[config.mk]
export PLATFORM = sky130hd
export DESIGN_NAME = mpeg_stream_feeder
export DESIGN_NICKNAME = d
export VERILOG_FILES = /design/src/rtl/mpeg_stream_feeder.sv
export SDC_FILE = /design/constraint.sdc
export NUM_CORES = 1
export LEC_CHECK = 0
export ABC_AREA = 1
export CORE_ASPECT_RATIO = 1.5
export CORE_MARGIN = 1.5
export CORE_UTILIZATION = 45
export DETAILED_ROUTE_END_ITERATION = 7
export PLACE_DENSITY = 0.69
export RECOVER_POWER = 50
export SETUP_SLACK_MARGIN = 0.5
export SLEW_MARGIN = 5
export SYNTH_ARGS = -nofsm -noshare
export SYNTH_HDL_FRONTEND = slang
export SYNTH_SLANG_ARGS = --single-unit
export TNS_END_PERCENT = 100
[constraint.sdc]
create_clock -name clk -period 5.65 [get_ports clk]
set_clock_uncertainty 0.15 [all_clocks]
set_input_delay 1.4125 -clock clk [delete_from_list [all_inputs] [get_ports clk]]
set_output_delay 1.4125 -clock clk [all_outputs]
set_load 0.05 [all_outputs]
[src/rtl/mpeg_stream_feeder.sv]
// Streams len bytes from a byte-addressed source memory into an MPEG decoder input, honouring prog-full backpressure.
// Optional stall counter on down_cnt is built only when MPEG_FEEDER_DOWNTIME_CNT_EN is defined.
module mpeg_stream_feeder #(
  parameter int unsigned ADDR_W = 23
) (
  input  logic              clk,
  input  logic              srst,
  input  logic              start,
  input  logic              abort,
  input  logic [ADDR_W:0]   len,
  output logic              mem_rd_en,
  output logic [ADDR_W-1:0] mem_addr,
  input  logic [7:0]        mem_rdata,
  input  logic              mpeg_prog_full,
  output logic [7:0]        mpeg_out,
  output logic              mpeg_out_en,
  output logic              stream_end,
  output logic              busy,
  output logic [31:0]       byte_cnt,
  output logic [31:0]       down_cnt
);

  localparam int unsigned CNT_W = ADDR_W + 1;

  typedef enum logic [1:0] {
    IDLE  = 2'd0,
    RUN   = 2'd1,
    DRAIN = 2'd2,
    DONE  = 2'd3
  } state_t;

  state_t           state_q;
  state_t           state_d;
  logic [CNT_W-1:0] len_q;
  logic [CNT_W-1:0] issued_q;
  logic             rd_pend_q;
  logic             start_ok;

  // State register
  always_ff @(posedge clk) begin
    if (!srst) state_q <= IDLE;
    else       state_q <= state_d;
  end

  // Next state and read strobe; read strobe is combinational so prog_full stops reads the same cycle
  always_comb begin
    state_d   = state_q;
    mem_rd_en = 1'b0;
    start_ok  = 1'b0;
    case (state_q)
      IDLE, DONE: begin
        if (start && !abort) begin
          start_ok = 1'b1;
          state_d  = (len == '0) ? DONE : RUN;
        end
      end
      RUN: begin
        mem_rd_en = !mpeg_prog_full && (issued_q < len_q) && !abort && srst;
        if (mem_rd_en && ((issued_q + CNT_W'(1)) == len_q)) state_d = DRAIN;
      end
      DRAIN: begin
        if (!rd_pend_q) state_d = DONE;
      end
      default: state_d = IDLE;
    endcase
    if (abort) state_d = IDLE;
  end

  // Read tracking, two-stage output pipeline and byte counter
  always_ff @(posedge clk) begin
    if (!srst) begin
      len_q       <= '0;
      issued_q    <= '0;
      mem_addr    <= '0;
      rd_pend_q   <= 1'b0;
      mpeg_out    <= '0;
      mpeg_out_en <= 1'b0;
      byte_cnt    <= '0;
      stream_end  <= 1'b0;
      busy        <= 1'b0;
    end else begin
      rd_pend_q   <= mem_rd_en;
      mpeg_out_en <= rd_pend_q && !abort;
      if (rd_pend_q) mpeg_out <= mem_rdata;
      if (rd_pend_q && !abort) byte_cnt <= byte_cnt + 32'd1;
      if (start_ok) begin
        len_q    <= len;
        issued_q <= '0;
        mem_addr <= '0;
        byte_cnt <= '0;
      end else if (mem_rd_en) begin
        issued_q <= issued_q + CNT_W'(1);
        mem_addr <= mem_addr + ADDR_W'(1);
      end
      stream_end <= (state_d == DONE);
      busy       <= (state_d == RUN) || (state_d == DRAIN);
    end
  end

`ifdef MPEG_FEEDER_DOWNTIME_CNT_EN
  logic [31:0] down_q;

  // Saturating count of RUN cycles lost to downstream backpressure
  always_ff @(posedge clk) begin
    if (!srst) begin
      down_q <= '0;
    end else if (start_ok) begin
      down_q <= '0;
    end else if ((state_q == RUN) && mpeg_prog_full && !abort && (down_q != 32'hFFFF_FFFF)) begin
      down_q <= down_q + 32'd1;
    end
  end

  assign down_cnt = down_q;
`else
  assign down_cnt = '0;
`endif

endmodule

* Word level (Yosys, flattened, before mapping)
Index checks and enable logic that the tools add are counted.
** Word-level totals
- Flip-flop bits (word level) :: 117
- Word-level logic and storage cells :: 44
- Input bits :: 37
** Operators by class
- Magnitude comparators :: 1
- Equal/unequal tests :: 7
- Bitwise operators :: 1
- Reductions and logical operators :: 13
- $add $sub $neg :: 3
- Muxes and demuxes :: 9
** Operator list (number)
- $add 32x1->32 const B :: 1
- $add 24x1->24 const B :: 1
- $eq 24x24->1 :: 1
- $logic_not 24->1 :: 1
- $lt 24x24->1 :: 1
- $add 23x1->23 const B :: 1
- $mux 2 :: 5
- $eq 2x2->1 const B :: 4
- $logic_and 1x1->1 :: 6
- $pmux 2 s3 :: 1
- $eq 2x1->1 const B :: 2
- $reduce_or 2->1 :: 2
- $mux 1 :: 3
- $logic_not 1->1 :: 2
- $logic_not 2->1 :: 1
- $logic_or 1x1->1 :: 1
- $not 1->1 :: 1

* Longest topological paths before layout
Gate-level depths: netlist of run 1.
- Depth in word-level cells :: 10
- Gate-level depth with buffers :: 22

* Least setup slack after synthesis of run 1
Ideal clock, no wire load.
- Kind :: input port to output port
- Start :: in abort
- End :: out mem_rd_en
- Slack :: 1497 ps
- Buffers on the path :: 1
- Arrival :: 2591 ps
- Stages :: 7
- Data required time :: 4088 ps
- Cells stage by stage :: nor4_1 -> o211a_1 -> nand2_1 -> clkinv_1 -> nand3_1 -> inv_2 -> buf_2
** Between the ends
- Longest elaborated chain between the ends :: 4
** RTL lines
- start: declaration :: line 9 : input logic abort,
- $logic_not 1->1 :: line 58 : mem_rd_en = !mpeg_prog_full && (issued_q < len_q) && !abort && srst;
- $logic_and 1x1->1 (2 in a row) :: line 58
- $mux 1 :: line 50 : case (state_q)
- end: declaration :: line 11 : output logic mem_rd_en,
Every way passes these cells.

* Worst setup path in the final report of run 1
Same ends and word-level chain as after synthesis.

==> metrics.csv, run 1 <==
metric,value,unit
fmax,216,MHz
antenna_found_initial,0,
synth_edf_count,0,
violations,"max-capacitance violations, max-slew violations",
fin_total_pwr,0.00217,W
syn_area,0.00687,mm²
hold_class,reg -> reg,
synthFlopType,dfxtp_1,
drt_iter0_drc,352,
grt-ovfl-total,0,
end_kind,output port,
dp_slack,1160,ps
clock-sinks,117,
tightest_slew,1610,ps
yosysMostFrequentCell,nand2_1,
cp_data_required_time,4090,ps
synth-seq-cells,117,
synth_cell_types,41,
slew_headroom,-0.0718,
post_cts_buffers,0,
die_x,104,µm
outcome,"finished, violations left",
cap_violations,1,
drive_gt1_frac,0.0546,
cp_max_fo,4,
powerDensity,254,mW/mm²
critPathArrivalTime,3070,ps
dieArea,0.0160,mm²
synth_area_leaders,"dfxtp_1, nand2_1, inv_1",
io_pins,136,
synth.avg_cell_area,6.73,µm²
drv_slew,35,
setup_violations,0,
root_buffer,clkbuf_16,
wirelength,19100,µm
rsz0062_at_grt,no,
clk_pin_slew,50,ps
drcViolationCount,0,
cpPeakStageDelay,620,ps
area_growth,24.7,%
yosysWarnings,0,
timing_hold_violations_final,0,
rows,55,
stdcell_count,1335,
cts_hold_buf,0,
ctsResizeCount,0,
fin_hold_ws,330,ps
final.setup.tns,0,ps
syn_inst,1021,
grt_pass1_vias,6599,
finalCritPeriodShare,0.820,
avgViaCountPerCell,5.09,
initial_utilization,0.458,
critPathKind,in -> out,
wl_per_cell,14.3,µm
clockBufferDepth,2,
synthTopCellsByCount,"nand2_1, inv_1, dfxtp_1",
nets,1191,
grt_pass1_wl,31100,µm
setup_ws,1020,ps
cp_slowest_cell,dlygate4sd3_1,
crit_path_start_kind,input pin,
yosysTopAreaCellShare,0.341,
cts.htree.levels,4,
dp_hpwl,14200,µm
grt_max_degree,49,
async_reset_ff_frac,0,
irDropWorstVdd,0.167,mV
die_y,154,µm
cp_cell_sequence,dlygate4sd3_1 -> nor4_1 -> o211a_1 -> nand2_1 -> clkinv_1 -> nand3_1 -> inv_2 -> buf_12,
globalplace.congestion,0.877,
cts_buffers,17,
antenna_cells,0,
dp.cells,1304,
track_usage,0.243,
clk_latency,420,ps
design.core.area,0.0150,mm²
portBuffers,103,
yosysTopAreaCell,dfxtp_1,
cts_tree,built,
dr.pass1.iters,4,
ys_seq_area_frac,0.341,
leakagePower,3.48,nW
fin_crit,4630,ps
drtAntennaViolNets,0,
vias,6794,
## cells in the final DEF (no fill, tap or decap), drive strengths merged, types with 3 or more instances in the layout
cell and instances:
xor2 13, clkbuf 24, nand4 18, clkdlybuf4s50 59, clkinv 7, a211oi 4
nand2 228, nor4 17, nor2 111, o21a 3, ha 30, buf 5
nor3b 4, xnor2 7, conb 32, dlygate4sd3 43, nor3 30, a31oi 4
nand3 66, or2 3, inv 135, dfxtp 117, o21ai 79, a21oi 85
## cell type report
type	count	area [µm²]
Clock buffer	22	484
Clock inverter	9	101
Fill cell	1506	6440
Inverter	136	510
Multi-Input combinational cell	743	3790
Sequential cell	117	2340
Tap cell	199	249
Timing Repair Buffer	109	1080
## path summary, 6_finish.rpt
path | slack [ps] | to | from | cells after the start
worst max register to register | 2040 | mem_addr[7] | issued_q[0] | 16
worst min register to register | 330 | mem_addr[3] | mem_addr[3] | 2
worst max-delay path | 1020 | mem_rd_en | abort | 8
worst min-delay path | 330 | mem_addr[3] | mem_addr[3] | 2
## kinds of logic (layout without fill, tap and decap cells)
kind of cell,count (synthesis),in the layout,synth area share
AO/OA/AOI/OAI,178,178,0.135
buffers and inverters,192,276,0.123
flip-flops,117,117,0.341
AND/OR/NAND/NOR,481,481,0.314
other,1,32,0.000546
adder cells (fa/ha/maj),30,30,0.0547
XOR/XNOR,22,22,0.0321
## critical path: cells and delay by family
kind	cells	cell delay [ps]
simple gates	3	540
buf+inv	4	920
compound gates	1	200
## routing by layer
layer,routed length (µm),vias up,track usage
met3,1060,58,0.0590
met4,791,0,0.127
met5,0,-,0
met1,7070,3069,0.241
met2,10100,187,0.465
li1,-,3480,-
## power breakdown
group | leakage, nW | total (W) | switching (W) | internal, W
combinational | 2.24 | 0.000241 | 0.000165 | 0.0000758
sequential | 0.947 | 0.000861 | 0.0000146 | 0.000846
clock | 0.292 | 0.00107 | 0.000383 | 0.000689
total | 3.48 | 0.00217 | 0.000563 | 0.00161
## per-stage QoR
| step | instance area [µm²] | utilization |
|---|---|---|
| floorplan | 6980 | - |
| global placement | 7980 | 0.532 |
| detailed placement | 7980 | 0.532 |
| CTS | 8570 | 0.571 |
| global route | 8560 | 0.571 |
| finish | 8560 | 0.571 |
## flip-flops by register name, summed over array words and instances (netlist names)
signal,cells
mem_addr,23
busy,1
rd_pend_q,1
mpeg_out_en,1
issued_q,24
stream_end,1
mpeg_out,8
byte_cnt,32
len_q,24
state_q,2
(Power assumes the default switching activity.)
==> run 2, diff against run 1 <==
Clock period 5.65 ns to 4.37 ns, I/O delays scaled along.
==> metrics.csv, run 2 (same netlist as run 1, synthesis figures left out) <==
metric,value,unit
outcome,"finished, violations left",
violations,"max-capacitance violations, max-slew violations",
grt_pass1_wl,30200,µm
critPathArrivalTime,2580,ps
fillers,1483,
reg_top3,"byte_cnt: 32 flops, issued_q: 24 flops, len_q: 24 flops",
area_growth,25.5,%
drtAntennaViolNets,0,
final_cell_mix,"nand2_1, inv_1, dfxtp_1",
avgViaCountPerCell,5.02,
slew_headroom,-0.211,
cts_tree,built,
wirelength,18700,µm
post_cts_buffers,0,
multiInputGateArea,0.00379,mm²
dieArea,0.0160,mm²
leakagePower,3.42,nW
powerDensity,336,mW/mm²
startpoint,srst,
crit_path_start_kind,input pin,
largest_reg_flops,32,
drv_slew,48,
cap_violations,1,
root_buffer,clkbuf_16,
largest_register,byte_cnt,
finalCritPeriodShare,0.876,
initial_utilization,0.458,
nets,1192,
drcViolationCount,0,
cts.htree.levels,4,
layout_commonest_cell,nand2_1,
worstHoldStart,mem_addr[3],
grt_pass1_vias,6515,
drt_iter0_drc,261,
dr.pass1.iters,5,
cp_max_fo,5,
cts_hold_buf,0,
hold_class,reg -> reg,
critPathKind,in -> out,
clk_latency,420,ps
fin_crit,3830,ps
track_usage,0.235,
antenna_found_initial,1,
rows,55,
design.core.area,0.0150,mm²
end_kind,output port,
globalplace.congestion,0.879,
final.setup.tns,0,ps
setup_violations,0,
grt_max_degree,48,
wl_per_cell,14.0,µm
dp_hpwl,14000,µm
die_y,154,µm
r2r-start,issued_q[1],
clk_pin_slew,50,ps
clockBufferDepth,2,
vias,6723,
cp_data_required_time,3130,ps
rsz0062_at_grt,no,
grt-ovfl-total,0,
drive_gt1_frac,0.0562,
fin_total_pwr,0.00289,W
tightest_slew,1820,ps
irDropWorstVdd,0.204,mV
seq_area,0.00234,mm²
die_x,104,µm
cts_buffers,17,
fmax,261,MHz
fin_util,0.574,
clock-sinks,117,
portBuffers,103,
timing_hold_violations_final,0,
io_pins,136,
run 2: layer usage:
metal	track usage	share of wire	wire length, µm
met2	0.454	0.53	9900
met3	0.0598	0.053	984
met4	0.106	0.030	561
met1	0.233	0.39	7290
met5	0	0	0
run 2: final cells by class:
class | instances | area share
multi-input cells | 743 | 0.440
flip-flops and latches | 117 | 0.272
repair buffers | 110 | 0.126
inverters | 136 | 0.0593
clock buffers | 21 | 0.0558
well taps | 199 | 0.0289
clock inverters | 11 | 0.0173
diodes | 2 | 0.000581
run 2: worst max-delay path, cell delays in order:
cell	delay (ps)
dlygate4sd3_1	550
inv_1	140
nor4_2	180
o211a_1	180
nand2_1	50
clkinv_1	50
nand3_1	100
inv_2	110
buf_12	140
run 2: worst paths after layout:
path	depth (start not counted)	to	slack (ps)
worst max-delay path	9	mem_rd_en	540
worst max register to register	21	busy	1060
worst min-delay path	2	mem_addr[3]	330
worst min register to register	2	mem_addr[3]	330
run 2: what timing repair did:
item / in CTS / in global routing
hold endpoints to repair: 0 / 0
endpoints found under the setup margin: 0 / 1
resized for setup: 0 / 2
run 2: report_power, final:
group          switching (W)  leakage [nW]  internal [W]  total [W]
logic               0.000212          2.17     0.0000975   0.000309
registers          0.0000187         0.947       0.00109    0.00111
clock network       0.000516         0.301      0.000957    0.00147
run 2: per-stage QoR:
step | hold WS [ps] | worst slack [ps] | std cells | instance area, µm²
after global routing | 373 | 392 | 1338 | 8610
after CTS | 334 | 556 | 1337 | 8620
final | 329 | 543 | 1339 | 8620
after floorplan | 293 | 857 | 1052 | 6980
after detailed placement | 324 | 551 | 1305 | 7990
after global placement | 317 | 563 | 1305 | 7990
==> run 3, diff against run 2 <==
Settings changed: CORE_UTILIZATION 45 to 53, PLACE_DENSITY 0.69 to 0.8, SKIP_LAST_GASP set to 1.
==> metrics.csv, run 3 (same netlist as run 1, synthesis figures left out) <==
metric,value,unit
clockPowerShare,0.505,
drcViolationCount,0,
fin_crit,3860,ps
swShare,0.247,
irDropWorstVdd,0.254,mV
crit_path_start_kind,input pin,
final_cell_mix,"nand2_1, inv_1, dfxtp_1",
powerDensity,336,mW/mm²
p_int,0.00216,W
die_x,95.9,µm
avgViaCountPerCell,5.32,
wl_met1,6950,µm
drv_slew,121,
globalplace.congestion,0.918,
design.core.area,0.0126,mm²
critPathKind,in -> out,
cp_max_fo,4,
fmax,259,MHz
largest_register,byte_cnt,
antenna_found_initial,1,
grt-ovfl-total,0,
io_pins,136,
dieArea,0.0137,mm²
wl_met2,9580,µm
track_usage,0.279,
hold_class,reg -> reg,
wirelength,18200,µm
drtAntennaViolNets,0,
nets,1193,
dr.pass1.iters,7,
clockBufferDepth,2,
leakagePower,3.44,nW
cts_buffers,17,
critPathArrivalTime,2610,ps
outcome,"finished, violations left",
end_kind,output port,
cts_tree,built,
wl_per_cell,14.1,µm
layout_commonest_cell,nand2_1,
r2r-start,len_q[3],
violations,"max-capacitance violations, max-slew violations",
die_y,142,µm
cpPeakStageDelay,600,ps
top_layer_used,met4,
cp_top_family,buffers and inverters,
cap_violations,3,
rsz0062_at_grt,no,
worstHoldStart,mem_addr[3],
clock-sinks,117,
clk_pin_slew,50,ps
reg_top3,"byte_cnt: 32 flops, issued_q: 24 flops, len_q: 24 flops",
slew_headroom,-0.202,
cts.htree.levels,4,
grt_pass1_wl,29700,µm
portBuffers,103,
p_seq_frac,0.388,
cp_slowest_cell,dlygate4sd3_1,
cp_cell_sequence,dlygate4sd3_1 -> nor4_1 -> o211a_1 -> nand2_1 -> clkinv_1 -> nand3_1 -> inv_2 -> buf_12,
setup_violations,0,
power_frac_comb,0.108,
area_growth,24.5,%
startpoint,abort,
timing_hold_violations_final,0,
p_sw,0.000709,W
grt_pass1_vias,6574,
vias,6885,
largest_reg_flops,32,
finalCritPeriodShare,0.883,
initial_utilization,0.546,
final.setup.tns,0,ps
fin_hold_ws,333,ps
tightest_slew,1800,ps
dp_hpwl,13300,µm
root_buffer,clkbuf_16,
clk_latency,410,ps
cp_data_required_time,3130,ps
rows,50,
path_buf_inv,4,
drive_gt1_frac,0.0536,
grt_max_degree,48,
wl_met3,1170,µm
drt_iter0_drc,453,
## run 3: cell types whose count changed in the layout (fill, tap and decap cells not counted), moves of 2 or more
| cell | change |
|---|---|
| clkinv_4 | -2 |
| clkdlybuf4s50_1 | -10 |
| dlygate4sd3_1 | +10 |
| clkbuf_1 | +4 |
## run 3: layout make-up
class | instances | area [µm²]
multi-input combinational | 743 | 3790
sequential | 117 | 2340
fill | 1096 | 4020
clock inverter | 7 | 119
inverter | 136 | 510
tap | 156 | 195
antenna | 1 | 2.50
timing repair buffer | 111 | 1090
clock buffer | 24 | 502
## run 3: worst register-to-register path, cell delays in order, from the launching register on
cell and delay [ps]:
dfxtp_1 330, inv_1 70, ha_1 290, nand2_1 50
o21ai_0 220, nand4_1 110, nand2_1 100, nand2_1 60
nand2_1 80, nand2_1 70, nand3_1 110, clkbuf_1 1170
nor2_1 200, a21oi_1 230, nor3_1 70
## run 3: worst paths after layout
kind                  to  slack [ps]  depth (start not counted)
max reg2reg  mem_addr[9]         870                         14
max            mem_rd_en         510                          8
min          mem_addr[3]         330                          2
min reg2reg  mem_addr[3]         330                          2
## run 3: repair_timing
action                                  CTS  global route
hold buffers                              0             0
endpoints found under the setup margin    0             1
gates resized for setup                   0             4
buffers inserted                          0             2
## run 3: power groups by stage
stage	Combinational (W)	Sequential, W	Clock [W]
finish	0.000309	0.00111	0.00145
global placement	0.000304	0.00113	0
CTS	0.000310	0.00111	0.00147
detailed placement	0.000307	0.00113	0
floorplan	0.000230	0.00114	0
global route	0.000341	0.00112	0.00152
## run 3: per-layer routing
| metal | up-vias | global-route usage |
|---|---|---|
| met4 | 0 | 0.121 |
| met1 | 3113 | 0.291 |
| met3 | 44 | 0.0726 |
| met5 | - | 0 |
| li1 | 3499 | - |
| met2 | 229 | 0.511 |
## run 3: metrics by stage
stage | cells | util | cell area (µm²) | setup slack (ps) | power, W
after global routing | 1295 | 0.680 | 8550 | 350 | 0.00297
after floorplan | 1052 | - | 6980 | 857 | 0.00137
after detailed placement | 1261 | 0.631 | 7930 | 609 | 0.00144
final | 1295 | 0.680 | 8550 | 513 | 0.00287
after CTS | 1292 | 0.680 | 8550 | 555 | 0.00289
after global placement | 1261 | 0.631 | 7930 | 608 | 0.00144
